**config.mk**
```make
export PLATFORM = sky130hd
export DESIGN_NAME = multi_controller
export DESIGN_NICKNAME = d
export VERILOG_FILES = /design/src/rtl/multi_controller.sv
export SDC_FILE = /design/constraint.sdc
export NUM_CORES = 1
export LEC_CHECK = 0
export CORE_MARGIN = 10
export CORE_UTILIZATION = 40
export CTS_BUF_LIST = sky130_fd_sc_hd__clkbuf_8
export DETAILED_ROUTE_END_ITERATION = 12
export GPL_TIMING_DRIVEN = 1
export PLACE_DENSITY = 0.87
export SETUP_SLACK_MARGIN = 0.3
export SKIP_LAST_GASP = 1
export SLEW_MARGIN = 30
export SYNTH_ARGS = -nofsm -noshare
export SYNTH_HDL_FRONTEND = slang
export SYNTH_SLANG_ARGS = --single-unit
```
**constraint.sdc**
```tcl
create_clock -name clk_i -period 3.2 [get_ports clk_i]
set_input_delay 0.96 -clock clk_i [delete_from_list [all_inputs] [get_ports clk_i]]
set_output_delay 0.96 -clock clk_i [all_outputs]
set_load 0.03 [all_outputs]
```
**src/rtl/multi_controller.sv**
```systemverilog
// ----------------------------------------------------------------------------
// multi_controller
//
// Main control FSM and ALU decoder for a multi-cycle MIPS datapath. Each
// instruction runs through FETCH and DECODE and then its own execute, memory
// and writeback states. The block drives every datapath mux select and
// enable, plus the ALU operation code.
//
// Optional feature (compile-time macro MULTI_IMM_LOGIC_EN):
//   defined   - andi / ori / slti are decoded as immediate ALU instructions
//               and imm_zext_o selects zero extension for andi / ori.
//   undefined - those opcodes are treated as illegal (NOP) and imm_zext_o
//               is constant 0.
//
// Ports:
//   clk_i          in   1  clock, rising edge
//   rst_i          in   1  synchronous active-high reset
//   opcode_i       in   6  instr[31:26] from the instruction register
//   funct_i        in   6  instr[5:0] from the instruction register
//   zero_i         in   1  ALU zero flag
//   pc_write_o     out  1  PC enable (unconditional or branch taken)
//   iord_o         out  1  memory address: 0=PC, 1=ALUOut
//   mem_write_o    out  1  data memory write strobe
//   ir_write_o     out  1  instruction register enable
//   reg_dst_o      out  1  write register: 0=rt, 1=rd
//   mem_to_reg_o   out  1  writeback data: 0=ALUOut, 1=memory data
//   reg_write_o    out  1  register file write enable
//   alu_src_a_o    out  2  A: 0=PC, 1=reg A, 2=shamt
//   alu_src_b_o    out  2  B: 0=reg B, 1=4, 2=ext imm, 3=sign imm<<2
//   imm_zext_o     out  1  immediate extension: 0=sign, 1=zero
//   pc_src_o       out  2  next PC: 0=ALU result, 1=ALUOut, 2=jump target
//   alu_control_o  out  3  000 and,001 or,010 add,011 sll,100 srl,
//                          101 sra,110 sub,111 slt
//   state_o        out  4  current FSM state (debug observation)
// ----------------------------------------------------------------------------
module multi_controller #(
    parameter int OpWidth    = 6,
    parameter int FunctWidth = 6
) (
    input  logic                  clk_i,
    input  logic                  rst_i,
    input  logic [OpWidth-1:0]    opcode_i,
    input  logic [FunctWidth-1:0] funct_i,
    input  logic                  zero_i,
    output logic                  pc_write_o,
    output logic                  iord_o,
    output logic                  mem_write_o,
    output logic                  ir_write_o,
    output logic                  reg_dst_o,
    output logic                  mem_to_reg_o,
    output logic                  reg_write_o,
    output logic [1:0]            alu_src_a_o,
    output logic [1:0]            alu_src_b_o,
    output logic                  imm_zext_o,
    output logic [1:0]            pc_src_o,
    output logic [2:0]            alu_control_o,
    output logic [3:0]            state_o
);

    typedef enum logic [3:0] {
        S_FETCH   = 4'd0,
        S_DECODE  = 4'd1,
        S_MEMADR  = 4'd2,
        S_MEMRD   = 4'd3,
        S_MEMWB   = 4'd4,
        S_MEMWR   = 4'd5,
        S_EXECUTE = 4'd6,
        S_ALUWB   = 4'd7,
        S_BRANCH  = 4'd8,
        S_IMMEXEC = 4'd9,
        S_IMMWB   = 4'd10,
        S_JUMP    = 4'd11
    } state_t;

    localparam logic [OpWidth-1:0] OP_RTYPE = OpWidth'(6'b000000);
    localparam logic [OpWidth-1:0] OP_J     = OpWidth'(6'b000010);
    localparam logic [OpWidth-1:0] OP_BEQ   = OpWidth'(6'b000100);
    localparam logic [OpWidth-1:0] OP_BNE   = OpWidth'(6'b000101);
    localparam logic [OpWidth-1:0] OP_ADDI  = OpWidth'(6'b001000);
    localparam logic [OpWidth-1:0] OP_LW    = OpWidth'(6'b100011);
    localparam logic [OpWidth-1:0] OP_SW    = OpWidth'(6'b101011);
`ifdef MULTI_IMM_LOGIC_EN
    localparam logic [OpWidth-1:0] OP_SLTI  = OpWidth'(6'b001010);
    localparam logic [OpWidth-1:0] OP_ANDI  = OpWidth'(6'b001100);
    localparam logic [OpWidth-1:0] OP_ORI   = OpWidth'(6'b001101);
`endif

    localparam logic [FunctWidth-1:0] FN_SLL = FunctWidth'(6'b000000);
    localparam logic [FunctWidth-1:0] FN_SRL = FunctWidth'(6'b000010);
    localparam logic [FunctWidth-1:0] FN_SRA = FunctWidth'(6'b000011);
    localparam logic [FunctWidth-1:0] FN_ADD = FunctWidth'(6'b100000);
    localparam logic [FunctWidth-1:0] FN_SUB = FunctWidth'(6'b100010);
    localparam logic [FunctWidth-1:0] FN_AND = FunctWidth'(6'b100100);
    localparam logic [FunctWidth-1:0] FN_OR  = FunctWidth'(6'b100101);
    localparam logic [FunctWidth-1:0] FN_SLT = FunctWidth'(6'b101010);

    localparam logic [2:0] ALU_AND = 3'b000;
    localparam logic [2:0] ALU_OR  = 3'b001;
    localparam logic [2:0] ALU_ADD = 3'b010;
    localparam logic [2:0] ALU_SLL = 3'b011;
    localparam logic [2:0] ALU_SRL = 3'b100;
    localparam logic [2:0] ALU_SRA = 3'b101;
    localparam logic [2:0] ALU_SUB = 3'b110;
    localparam logic [2:0] ALU_SLT = 3'b111;

    // R-type decode result: {known funct, shift (A from shamt), alu op}
    function automatic logic [4:0] r_decode(input logic [FunctWidth-1:0] f);
        case (f)
            FN_ADD:  r_decode = {1'b1, 1'b0, ALU_ADD};
            FN_SUB:  r_decode = {1'b1, 1'b0, ALU_SUB};
            FN_AND:  r_decode = {1'b1, 1'b0, ALU_AND};
            FN_OR:   r_decode = {1'b1, 1'b0, ALU_OR};
            FN_SLT:  r_decode = {1'b1, 1'b0, ALU_SLT};
            FN_SLL:  r_decode = {1'b1, 1'b1, ALU_SLL};
            FN_SRL:  r_decode = {1'b1, 1'b1, ALU_SRL};
            FN_SRA:  r_decode = {1'b1, 1'b1, ALU_SRA};
            default: r_decode = {1'b0, 1'b0, ALU_ADD};
        endcase
    endfunction

    // Immediate-instruction decode result: {legal, zero-extend, alu op}
    function automatic logic [4:0] imm_decode(input logic [OpWidth-1:0] op);
        case (op)
            OP_ADDI: imm_decode = {1'b1, 1'b0, ALU_ADD};
`ifdef MULTI_IMM_LOGIC_EN
            OP_ANDI: imm_decode = {1'b1, 1'b1, ALU_AND};
            OP_ORI:  imm_decode = {1'b1, 1'b1, ALU_OR};
            OP_SLTI: imm_decode = {1'b1, 1'b0, ALU_SLT};
`endif
            default: imm_decode = {1'b0, 1'b0, ALU_ADD};
        endcase
    endfunction

    state_t     state_q;
    state_t     state_d;
    logic [4:0] r_info;
    logic [4:0] imm_info;

    assign r_info   = r_decode(funct_i);
    assign imm_info = imm_decode(opcode_i);
    assign state_o  = state_q;

    always_ff @(posedge clk_i) begin
        if (rst_i) begin
            state_q <= S_FETCH;
        end else begin
            state_q <= state_d;
        end
    end

    always_comb begin
        state_d       = S_FETCH;
        pc_write_o    = 1'b0;
        iord_o        = 1'b0;
        mem_write_o   = 1'b0;
        ir_write_o    = 1'b0;
        reg_dst_o     = 1'b0;
        mem_to_reg_o  = 1'b0;
        reg_write_o   = 1'b0;
        alu_src_a_o   = 2'd0;
        alu_src_b_o   = 2'd0;
        imm_zext_o    = 1'b0;
        pc_src_o      = 2'd0;
        alu_control_o = ALU_ADD;

        case (state_q)
            S_FETCH: begin
                ir_write_o  = 1'b1;
                alu_src_b_o = 2'd1;
                pc_write_o  = 1'b1;
                state_d     = S_DECODE;
            end
            S_DECODE: begin
                // Branch target is precomputed into ALUOut here.
                alu_src_b_o = 2'd3;
                if (opcode_i == OP_LW || opcode_i == OP_SW) begin
                    state_d = S_MEMADR;
                end else if (opcode_i == OP_RTYPE) begin
                    state_d = S_EXECUTE;
                end else if (opcode_i == OP_BEQ || opcode_i == OP_BNE) begin
                    state_d = S_BRANCH;
                end else if (opcode_i == OP_J) begin
                    state_d = S_JUMP;
                end else if (imm_info[4]) begin
                    state_d = S_IMMEXEC;
                end else begin
                    state_d = S_FETCH;
                end
            end
            S_MEMADR: begin
                alu_src_a_o = 2'd1;
                alu_src_b_o = 2'd2;
                state_d     = (opcode_i == OP_SW) ? S_MEMWR : S_MEMRD;
            end
            S_MEMRD: begin
                iord_o  = 1'b1;
                state_d = S_MEMWB;
            end
            S_MEMWB: begin
                mem_to_reg_o = 1'b1;
                reg_write_o  = 1'b1;
            end
            S_MEMWR: begin
                iord_o      = 1'b1;
                mem_write_o = 1'b1;
            end
            S_EXECUTE: begin
                alu_src_a_o   = r_info[3] ? 2'd2 : 2'd1;
                alu_control_o = r_info[2:0];
                // An unknown funct is dropped without a register write.
                state_d       = r_info[4] ? S_ALUWB : S_FETCH;
            end
            S_ALUWB: begin
                reg_dst_o   = 1'b1;
                reg_write_o = 1'b1;
            end
            S_BRANCH: begin
                alu_src_a_o   = 2'd1;
                alu_control_o = ALU_SUB;
                pc_src_o      = 2'd1;
                pc_write_o    = (opcode_i == OP_BNE) ? ~zero_i : zero_i;
            end
            S_IMMEXEC: begin
                alu_src_a_o   = 2'd1;
                alu_src_b_o   = 2'd2;
                imm_zext_o    = imm_info[3];
                alu_control_o = imm_info[2:0];
                state_d       = S_IMMWB;
            end
            S_IMMWB: begin
                reg_write_o = 1'b1;
            end
            S_JUMP: begin
                pc_src_o   = 2'd2;
                pc_write_o = 1'b1;
            end
            default: begin
                state_d = S_FETCH;
            end
        endcase

        // Reset aborts whatever is in flight: no write of any kind this cycle.
        if (rst_i) begin
            pc_write_o    = 1'b0;
            iord_o        = 1'b0;
            mem_write_o   = 1'b0;
            ir_write_o    = 1'b0;
            reg_dst_o     = 1'b0;
            mem_to_reg_o  = 1'b0;
            reg_write_o   = 1'b0;
            alu_src_a_o   = 2'd0;
            alu_src_b_o   = 2'd0;
            imm_zext_o    = 1'b0;
            pc_src_o      = 2'd0;
            alu_control_o = ALU_ADD;
        end
    end

endmodule

```
==> results.sh, run 1 <==
export IMPL_synthMuxAreaShare_pct=1.521
export IMPL_ir_drop_mv=0.3258
export IMPL_clock_skew_ps=3.940
export IMPL_postSynthCellCount=101
export IMPL_final_max_slew_viol_count=0
export IMPL_syn_nets=116
export IMPL_diodes=0
export IMPL_finalSetupViolations=0
export IMPL_dieArea_mm2=0.003668
export IMPL_die_w_um=60.56
export IMPL_critPathArrivalTime_ps=2020
export IMPL_grt_pass1_wl_um=4712
export IMPL_wl_per_cell_um=17.47
export IMPL_leakagePower_nw=0.5880
export IMPL_required_ps=2240
export IMPL_hold_violations=0
export IMPL_clockBufferDepth=2
export IMPL_cts_sinks=4
export IMPL_clock_latency_ps=220
export IMPL_ant_nets=0
export IMPL_synth_edf_count=0
export IMPL_drt_vias_per_instance=6.058
export IMPL_synth_area_um2=658.1
export IMPL_synth_top_family_by_area="simple AND/OR/NAND/NOR gates"
export IMPL_syn_area_per_cell_um2=6.516
export IMPL_hpwl_um=2185
export IMPL_place_gp_congestion=0.8602
export IMPL_busiest_layer="met2"
export IMPL_numCtsBuffers=3
export IMPL_portBuffers=34
export IMPL_met2_usage_pct=31.15
export IMPL_min_path_type="reg2reg"
export IMPL_grt_max_degree=15
export IMPL_path_max_fanout=3
export IMPL_core_area_mm2=0.001524
export IMPL_nFillCells=87
export IMPL_h_tree_depth=1
export IMPL_final_cell_mix="buf_4 (33), nor2_1 (14), buf_6 (11)"
export IMPL_drtIter0Drc=33
export IMPL_synth_flop_cell="dfxtp_1"
export IMPL_largest_register_ffs=4
export IMPL_grt_ovfl_total=0
export IMPL_fin_util_pct=85.63
export IMPL_max_freq_ghz=0.3357
export IMPL_drt_total_wl_um=3023
export IMPL_pin_count=36
export IMPL_synth_seq_cells=4
export IMPL_cts_hold_buf=0
export IMPL_yosysWarningCount=0
export IMPL_max_cap_violations=0
export IMPL_drc=0
export IMPL_outcome="complete, no violations"
export IMPL_placed_cell_area_mm2=0.001134
export IMPL_antenna_found_initial=0
export IMPL_initial_utilization_pct=43.19
export IMPL_end_kind="primary output"
export IMPL_power_mw=0.2889
export IMPL_grtUsageTotal_pct=16.11
export IMPL_syn2layout_area_growth_pct=98.29
export IMPL_clk_pin_slew_ps=30
export IMPL_final_nets=174
export IMPL_use_met3_pct=4.593
export IMPL_async_flop_share_pct=0
export IMPL_synth_xor_area_share_pct=2.662
export IMPL_power_density_mw_per_mm2=221.4
export IMPL_synth_fa_ha_area_share_pct=0
export IMPL_dr_pass1_iters=4
export IMPL_seq_area_frac_synth_pct=12.17
export IMPL_grtUsageMet1_pct=15.01
export IMPL_grt_setup_unrepaired="true"
export IMPL_synth_compound_area_share_pct=27.95
export IMPL_route_vias_total=1048
export IMPL_rows=14
export IMPL_crit_type="in2out"
export IMPL_synthDistinctLibCells=44
export IMPL_final_area_mm2=0.001305
export IMPL_drive_gt1_share_pct=45.22
export IMPL_setup_tns_ps=0
export IMPL_fin_crit_ps=2978
export IMPL_cts_tree="built"
export IMPL_period_share_pct=93.08
export IMPL_first_global_vias=1088
export IMPL_layout_commonest_cell="buf_4"
export IMPL_cp_start_kind="primary input"
export IMPL_die_y_um=60.56
export IMPL_cts_root_buf="clkbuf_8"
export IMPL_synth_simple_area_share_pct=49.81
cells in the mapped netlist (2+ instances only):
master | number | share of area (%)
a31oi_1 | 5 | 4.8
inv_1 | 3 | 1.7
clkbuf_1 | 2 | 1.1
nand2_1 | 7 | 4.0
nor2_1 | 16 | 9.1
xor2_1 | 2 | 2.7
nand2b_1 | 4 | 3.8
nand3_1 | 4 | 3.0
dfxtp_1 | 4 | 12
nor2b_1 | 2 | 1.9
a21oi_1 | 4 | 3.0
o21ai_0 | 5 | 3.8
nand3b_1 | 2 | 2.3
nor4_1 | 3 | 2.9
a211o_1 | 2 | 2.7
nor3_1 | 8 | 6.1
cell families after synthesis:
kind of cell,count (synthesis)
and+or+nand+nor,59
AOI/OAI and AO/OA,26
buffers and inverters,8
DFF,4
xor gates and xnor gates,2
muxes,1
other,1
report_power, final:
group	switching [mW]	internal [mW]	total [mW]	leakage, nW
Combinational	0.0685	0.0616	0.130	0.534
Clock	0.0246	0.0800	0.105	0.0216
Sequential	0.00210	0.0520	0.0541	0.0326
area by class of cell:
| class | count | area, um^2 | area share (%) |
|---|---|---|---|
| Clock buffer | 3 | 41.29 | 3.164 |
| Inverter | 3 | 13.76 | 1.055 |
| Tap cell | 16 | 20.02 | 1.534 |
| Sequential cell | 4 | 80.08 | 6.136 |
| Multi-Input combinational cell | 89 | 639.4 | 48.99 |
| Timing Repair Buffer | 58 | 510.5 | 39.12 |
metrics by stage:
step                hold WS, ps  cells  worst slack (ps)
floorplan                 815.4    101             241.6
global route              801.1    173             162.3
global placement          720.4    168            -603.8
detailed placement        740.1    168            -640.8
CTS                       740.9    172             217.3
finish                    763.3    173             221.6
repair_timing:
action                     CTS  global route
buffers inserted             1             1
resized for setup           65            27
setup endpoints to repair   15             8
pin swaps                    8            12
cloned                       0             0
worst paths after layout:
| path | from | endpoint | slack [ps] | depth (start not counted) |
|---|---|---|---|---|
| min reg2reg | state_o[3] | state_o[1] | 760 | 3 |
| max reg2reg | state_o[0] | state_o[2] | 1550 | 6 |
| min | state_o[3] | state_o[1] | 760 | 3 |
| max | funct_i[5] | alu_control_o[1] | 220 | 6 |
routing by layer:
layer  vias to the layer above  routed length (um)
li1                        498                   -
met1                       498                1132
met2                        43                1621
met3                         9                 194
met4                         0                  74
met5                         -                   0
worst max-delay path, stage by stage:
cell and delay (ps):
buf_8 80, mux2i_2 240, a311o_1 250, nand3_2 100, a211o_1 250, buf_6 140
Note: power is estimated with default switching activity, not from simulation.
==> run 2: changes to the inputs <==
--- a/constraint.sdc
+++ b/constraint.sdc
@@ -3,2 +3,2 @@
 set_output_delay 0.96 -clock clk_i [all_outputs]
-set_load 0.03 [all_outputs]
+set_load 0.02 [all_outputs]
==> run 2 against run 1 <==
  * Via count decreased by 0.57%
  * Register-to-register slack got worse by 180 ps
  * Setup slack improved by 2.1 ps
  * Combinational power decreased by 9%
  * Wire length decreased by 0.79%
  * Count of clock-buffer cells in the layout unchanged
  * Largest cell class unchanged
  * Flip-flop and latch count unchanged
  * Clock power about the same
  * Critical endpoint unchanged
  * Total power decreased by 1.8%
  * Highest routed layer unchanged
==> results.sh, run 2 (synthesis results as in run 1) <==
export IMPL_outcome="complete, no violations"
export IMPL_multi_input_area_um2=621.8
export IMPL_first_global_vias=1064
export IMPL_cts_sinks=4
export IMPL_leakagePower_nw=0.5662
export IMPL_dieArea_mm2=0.003668
export IMPL_ff2ff_path_depth=4
export IMPL_max_cap_violations=0
export IMPL_end_kind="primary output"
export IMPL_route_vias_total=1042
export IMPL_initial_utilization_pct=43.19
export IMPL_hold_start="state_o[1]"
export IMPL_max_freq_ghz=0.3360
export IMPL_place_gp_congestion=0.9036
export IMPL_seq_area_um2=81.33
export IMPL_h_tree_depth=1
export IMPL_clk_pin_slew_ps=30
export IMPL_r2r_end="state_o[0]"
export IMPL_ant_nets=0
export IMPL_rr_startpoint="state_o[0]"
export IMPL_largest_register_ffs=4
export IMPL_ir_drop_mv=0.2331
export IMPL_cts_hold_buf=0
export IMPL_drt_total_wl_um=2999
export IMPL_clock_latency_ps=220
export IMPL_numCtsBuffers=3
export IMPL_r2r_slack_ps=1370
export IMPL_syn2layout_area_growth_pct=90.68
export IMPL_grt_ovfl_total=0
export IMPL_drc=0
export IMPL_critPathArrivalTime_ps=2020
export IMPL_min_path_type="reg2reg"
export IMPL_power_density_mw_per_mm2=226.0
export IMPL_fin_cells=173
export IMPL_diodes=0
export IMPL_cp_start_kind="primary input"
export IMPL_grt_setup_unrepaired="true"
export IMPL_core_area_mm2=0.001524
export IMPL_hold_path_cell_count=2
export IMPL_path_max_fanout=7
export IMPL_final_nets=174
export IMPL_tightest_slew_ps=541.3
export IMPL_holdPathEnd="state_o[2]"
export IMPL_clockBufferDepth=2
export IMPL_antenna_found_initial=0
export IMPL_hold_violations=0
export IMPL_rows=14
export IMPL_drive_gt1_share_pct=42.04
export IMPL_drt_vias_per_instance=6.023
export IMPL_final_cell_mix="buf_4 (25), nor2_1 (14), buf_2 (9)"
export IMPL_finalSetupViolations=0
export IMPL_grt_pass1_wl_um=4843
export IMPL_fin_crit_ps=2976
export IMPL_grtUsageTotal_pct=16.31
export IMPL_portBuffers=34
export IMPL_place_ws_ps=-674.6
export IMPL_cts_root_buf="clkbuf_8"
export IMPL_drtIter0Drc=33
export IMPL_hpwl_um=2186
export IMPL_layout_commonest_cell="buf_4"
export IMPL_relSlewSlack_pct=63.41
export IMPL_cts_tree="built"
export IMPL_crit_type="in2out"
export IMPL_dr_pass1_iters=4
export IMPL_wl_per_cell_um=17.34
export IMPL_die_y_um=60.56
export IMPL_clock_skew_ps=1.537
export IMPL_required_ps=2240
export IMPL_final_max_slew_viol_count=0
export IMPL_grt_max_degree=16
export IMPL_worst_slack_ps=223.6
export IMPL_pin_count=36
export IMPL_period_share_pct=93.01
export IMPL_place_inst=164
export IMPL_nFillCells=97
export IMPL_die_w_um=60.56
## run 2: changes by cell type in the layout (fill, tap and decap cells not counted), moves of 3 or more
| cell | before | now |
|---|---|---|
| buf_8 | 3 | 0 |
| nor3_1 | 4 | 7 |
| nor3_2 | 4 | 1 |
| buf_6 | 11 | 7 |
| buf_2 | 2 | 9 |
| clkdlybuf4s15_2 | 0 | 4 |
| buf_4 | 33 | 25 |
| dlygate4sd2_1 | 3 | 6 |
## run 2: power by group
group,switching [mW],internal [mW]
Clock,0.0268,0.0803
Sequential,0.00660,0.0520
Combinational,0.0586,0.0594
## run 2: worst max-delay path, cell delays in order
cell	delay, ps
buf_12	110
and4bb_2	290
a311o_1	170
nand3_2	90
a211o_1	260
buf_6	140
## run 2: metal layers
metal  GRT usage, %  part of all wire [%]  routed length (um)  vias up
met4          6.583                   3.5                 105        0
met5              0                     0                   0        -
met2          31.00                    52                1564       49
met3          3.549                   6.6                 198       13
li1               -                     -                   -      497
met1          16.63                    38                1131      483
## run 2: what timing repair did
item	4_1_cts	5_1_grt
setup buffers	5	1
pin swaps	10	5
setup endpoints to repair	16	12
resized for setup	127	11
## run 2: per-stage QoR
stage	utilization (%)	power (mW)	setup TNS, ps	hold WS [ps]	area (um^2)
finish	82.35	0.2837	0	536.4	1255
global route	82.35	0.2974	0	573.5	1255
CTS	80.46	0.2768	0	537.0	1226
detailed placement	74.55	0.1609	-5427	537.0	1136
global placement	74.55	0.1569	-5031	517.3	1136
floorplan	-	0.09907	0	744.3	664.4
## run 2: area by class of cell
type	instances	share of cell area, %
multi-input combinational	89	49.55
clock buffer	3	3.290
timing repair buffer	58	38.19
sequential	4	6.481
tap	16	1.595
inverter	3	0.8973
## run 2: how the worst max path moves through the flow
stage                       end  slack, ps        start  cells after the start
2_1_floorplan        pc_write_o        400  opcode_i[1]                      4
5_1_grt        alu_control_o[1]        190   funct_i[3]                      6
3_5_place_dp   alu_control_o[1]       -670   funct_i[3]                      6
6_report       alu_control_o[1]        220   funct_i[3]                      6
3_3_place_gp   alu_control_o[1]       -620   funct_i[3]                      6
4_1_cts        alu_control_o[1]        220   funct_i[3]                      6
==> run 3: changes to the inputs <==
PLACE_DENSITY = 0.86   (was 0.87)
SLEW_MARGIN = default   (was 30)
==> run 3 against run 2 <==
  * Non-clock buffer count up 2
  * Largest cell class unchanged
  * Final cell count up 1.2%
  * Clock skew up 0.75 ps
  * Maximum frequency down 1.4%
  * Count of clock-buffer cells in the layout unchanged
  * Critical path depth unchanged
  * Setup slack worse by 43 ps
  * Wire length up 6.8%
  * Critical path type unchanged
==> results.sh, run 3 (synthesis results as in run 1) <==
export IMPL_numCtsBuffers=3
export IMPL_h_tree_depth=1
export IMPL_largest_register_ffs=4
export IMPL_switching_share_pct=32.03
export IMPL_p_sw_mw=0.09348
export IMPL_critPathArrivalTime_ps=2060
export IMPL_fin_cells=175
export IMPL_grt_pass1_wl_um=4650
export IMPL_seq_area_um2=80.08
export IMPL_tightest_slew_ps=544.2
export IMPL_crit_type="in2out"
export IMPL_grtUsageTotal_pct=15.64
export IMPL_final_area_mm2=0.001308
export IMPL_dr_pass1_iters=4
export IMPL_hold_violations=0
export IMPL_cts_sinks=4
export IMPL_max_freq_ghz=0.3312
export IMPL_required_ps=2240
export IMPL_nFillCells=83
export IMPL_ff2ff_path_depth=4
export IMPL_fin_util_pct=85.80
export IMPL_clockBufferDepth=2
export IMPL_end_kind="primary output"
export IMPL_max_cap_violations=0
export IMPL_rr_startpoint="state_o[1]"
export IMPL_rows=14
export IMPL_power_mw=0.2919
export IMPL_die_y_um=60.56
export IMPL_drive_gt1_share_pct=42.77
export IMPL_clkPwrFrac_pct=36.4
export IMPL_portBuffers=34
export IMPL_layout_commonest_cell="buf_4"
export IMPL_min_path_type="reg2reg"
export IMPL_leakagePower_nw=0.5850
export IMPL_worstSetupStartpoint="funct_i[5]"
export IMPL_drt_vias_per_instance=6.206
export IMPL_final_cell_mix="buf_4 (24), nor2_1 (14), buf_6 (11)"
export IMPL_cts_hold_buf=0
export IMPL_initial_utilization_pct=43.19
export IMPL_syn2layout_area_growth_pct=98.67
export IMPL_first_global_vias=1062
export IMPL_wl_per_cell_um=18.30
export IMPL_power_density_mw_per_mm2=223.2
export IMPL_place_ws_ps=-669.4
export IMPL_setup_tns_ps=0
export IMPL_relSlewSlack_pct=63.67
export IMPL_pin_count=36
export IMPL_antenna_found_initial=0
export IMPL_clock_skew_ps=2.288
export IMPL_hpwl_um=2039
export IMPL_grt_ovfl_total=0
export IMPL_placed_cell_area_mm2=0.001151
export IMPL_core_area_mm2=0.001524
export IMPL_ant_nets=0
export IMPL_path_max_fanout=3
export IMPL_cts_tree="built"
export IMPL_p_comb_share_pct=44.1
export IMPL_grt_max_degree=17
export IMPL_clock_latency_ps=220
export IMPL_final_max_slew_viol_count=0
export IMPL_fin_crit_ps=3020
export IMPL_drt_total_wl_um=3202
export IMPL_multi_input_area_um2=621.8
export IMPL_outcome="complete, no violations"
export IMPL_holdWs_ps=730.7
export IMPL_hold_path_cell_count=2
export IMPL_p_int_mw=0.1984
export IMPL_place_inst=166
export IMPL_clk_pin_slew_ps=30
export IMPL_period_share_pct=94.37
export IMPL_hold_start="state_o[1]"
export IMPL_diodes=0
export IMPL_cp_start_kind="primary input"
export IMPL_r2r_slack_ps=1490
export IMPL_finalSetupViolations=0
export IMPL_dieArea_mm2=0.003668
export IMPL_r2r_end="state_o[2]"
export IMPL_route_vias_total=1086
export IMPL_grt_setup_unrepaired="true"
export IMPL_place_gp_congestion=0.8824
export IMPL_worst_slack_ps=180.3
export IMPL_final_nets=176
export IMPL_ir_drop_mv=0.2801
export IMPL_drtIter0Drc=48
export IMPL_drc=0
export IMPL_cts_root_buf="clkbuf_8"
export IMPL_power_frac_seq_pct=19.4
export IMPL_die_w_um=60.56
export IMPL_holdPathEnd="state_o[2]"
## run 3: metal layers
metal	global-route usage, %	wire length (um)	up-vias
li1	-	-	501
met1	15.44	1226	518
met2	29.69	1669	55
met3	5.010	193	12
met4	5.329	112	0
met5	0	0	-
## run 3: final cells by class
class                           instances  area share, %
Clock buffer                            3          3.158
Inverter                                3         0.8612
Multi-Input combinational cell         89          47.56
Sequential cell                         4          6.124
Tap cell                               16          1.531
Timing Repair Buffer                   60          40.77
## run 3: power by group through the flow
stage | combinational [mW] | clock, mW | sequential [mW]
2_1_floorplan | 0.0424 | 0 | 0.0567
3_3_place_gp | 0.102 | 0 | 0.0571
3_5_place_dp | 0.105 | 0 | 0.0572
4_1_cts | 0.114 | 0.109 | 0.0565
5_1_grt | 0.138 | 0.113 | 0.0572
6_report | 0.129 | 0.106 | 0.0567
## run 3: critical path, stage by stage
cell	delay, ps
buf_8	90
mux2i_4	260
a311o_1	250
nand3_2	100
a211o_1	250
buf_6	140
## run 3: what timing repair did
action                     CTS  global route
buffers inserted             5             1
setup endpoints to repair   16            15
pin swaps                   12            12
hold endpoints to repair     0             0
gates resized for setup    123            26
## run 3: worst max-delay path by stage
stage,to,cells after the start
2_1_floorplan,pc_write_o,4
3_3_place_gp,alu_control_o[1],6
3_5_place_dp,alu_control_o[2],6
4_1_cts,alu_control_o[1],6
5_1_grt,alu_control_o[1],6
6_report,alu_control_o[1],6
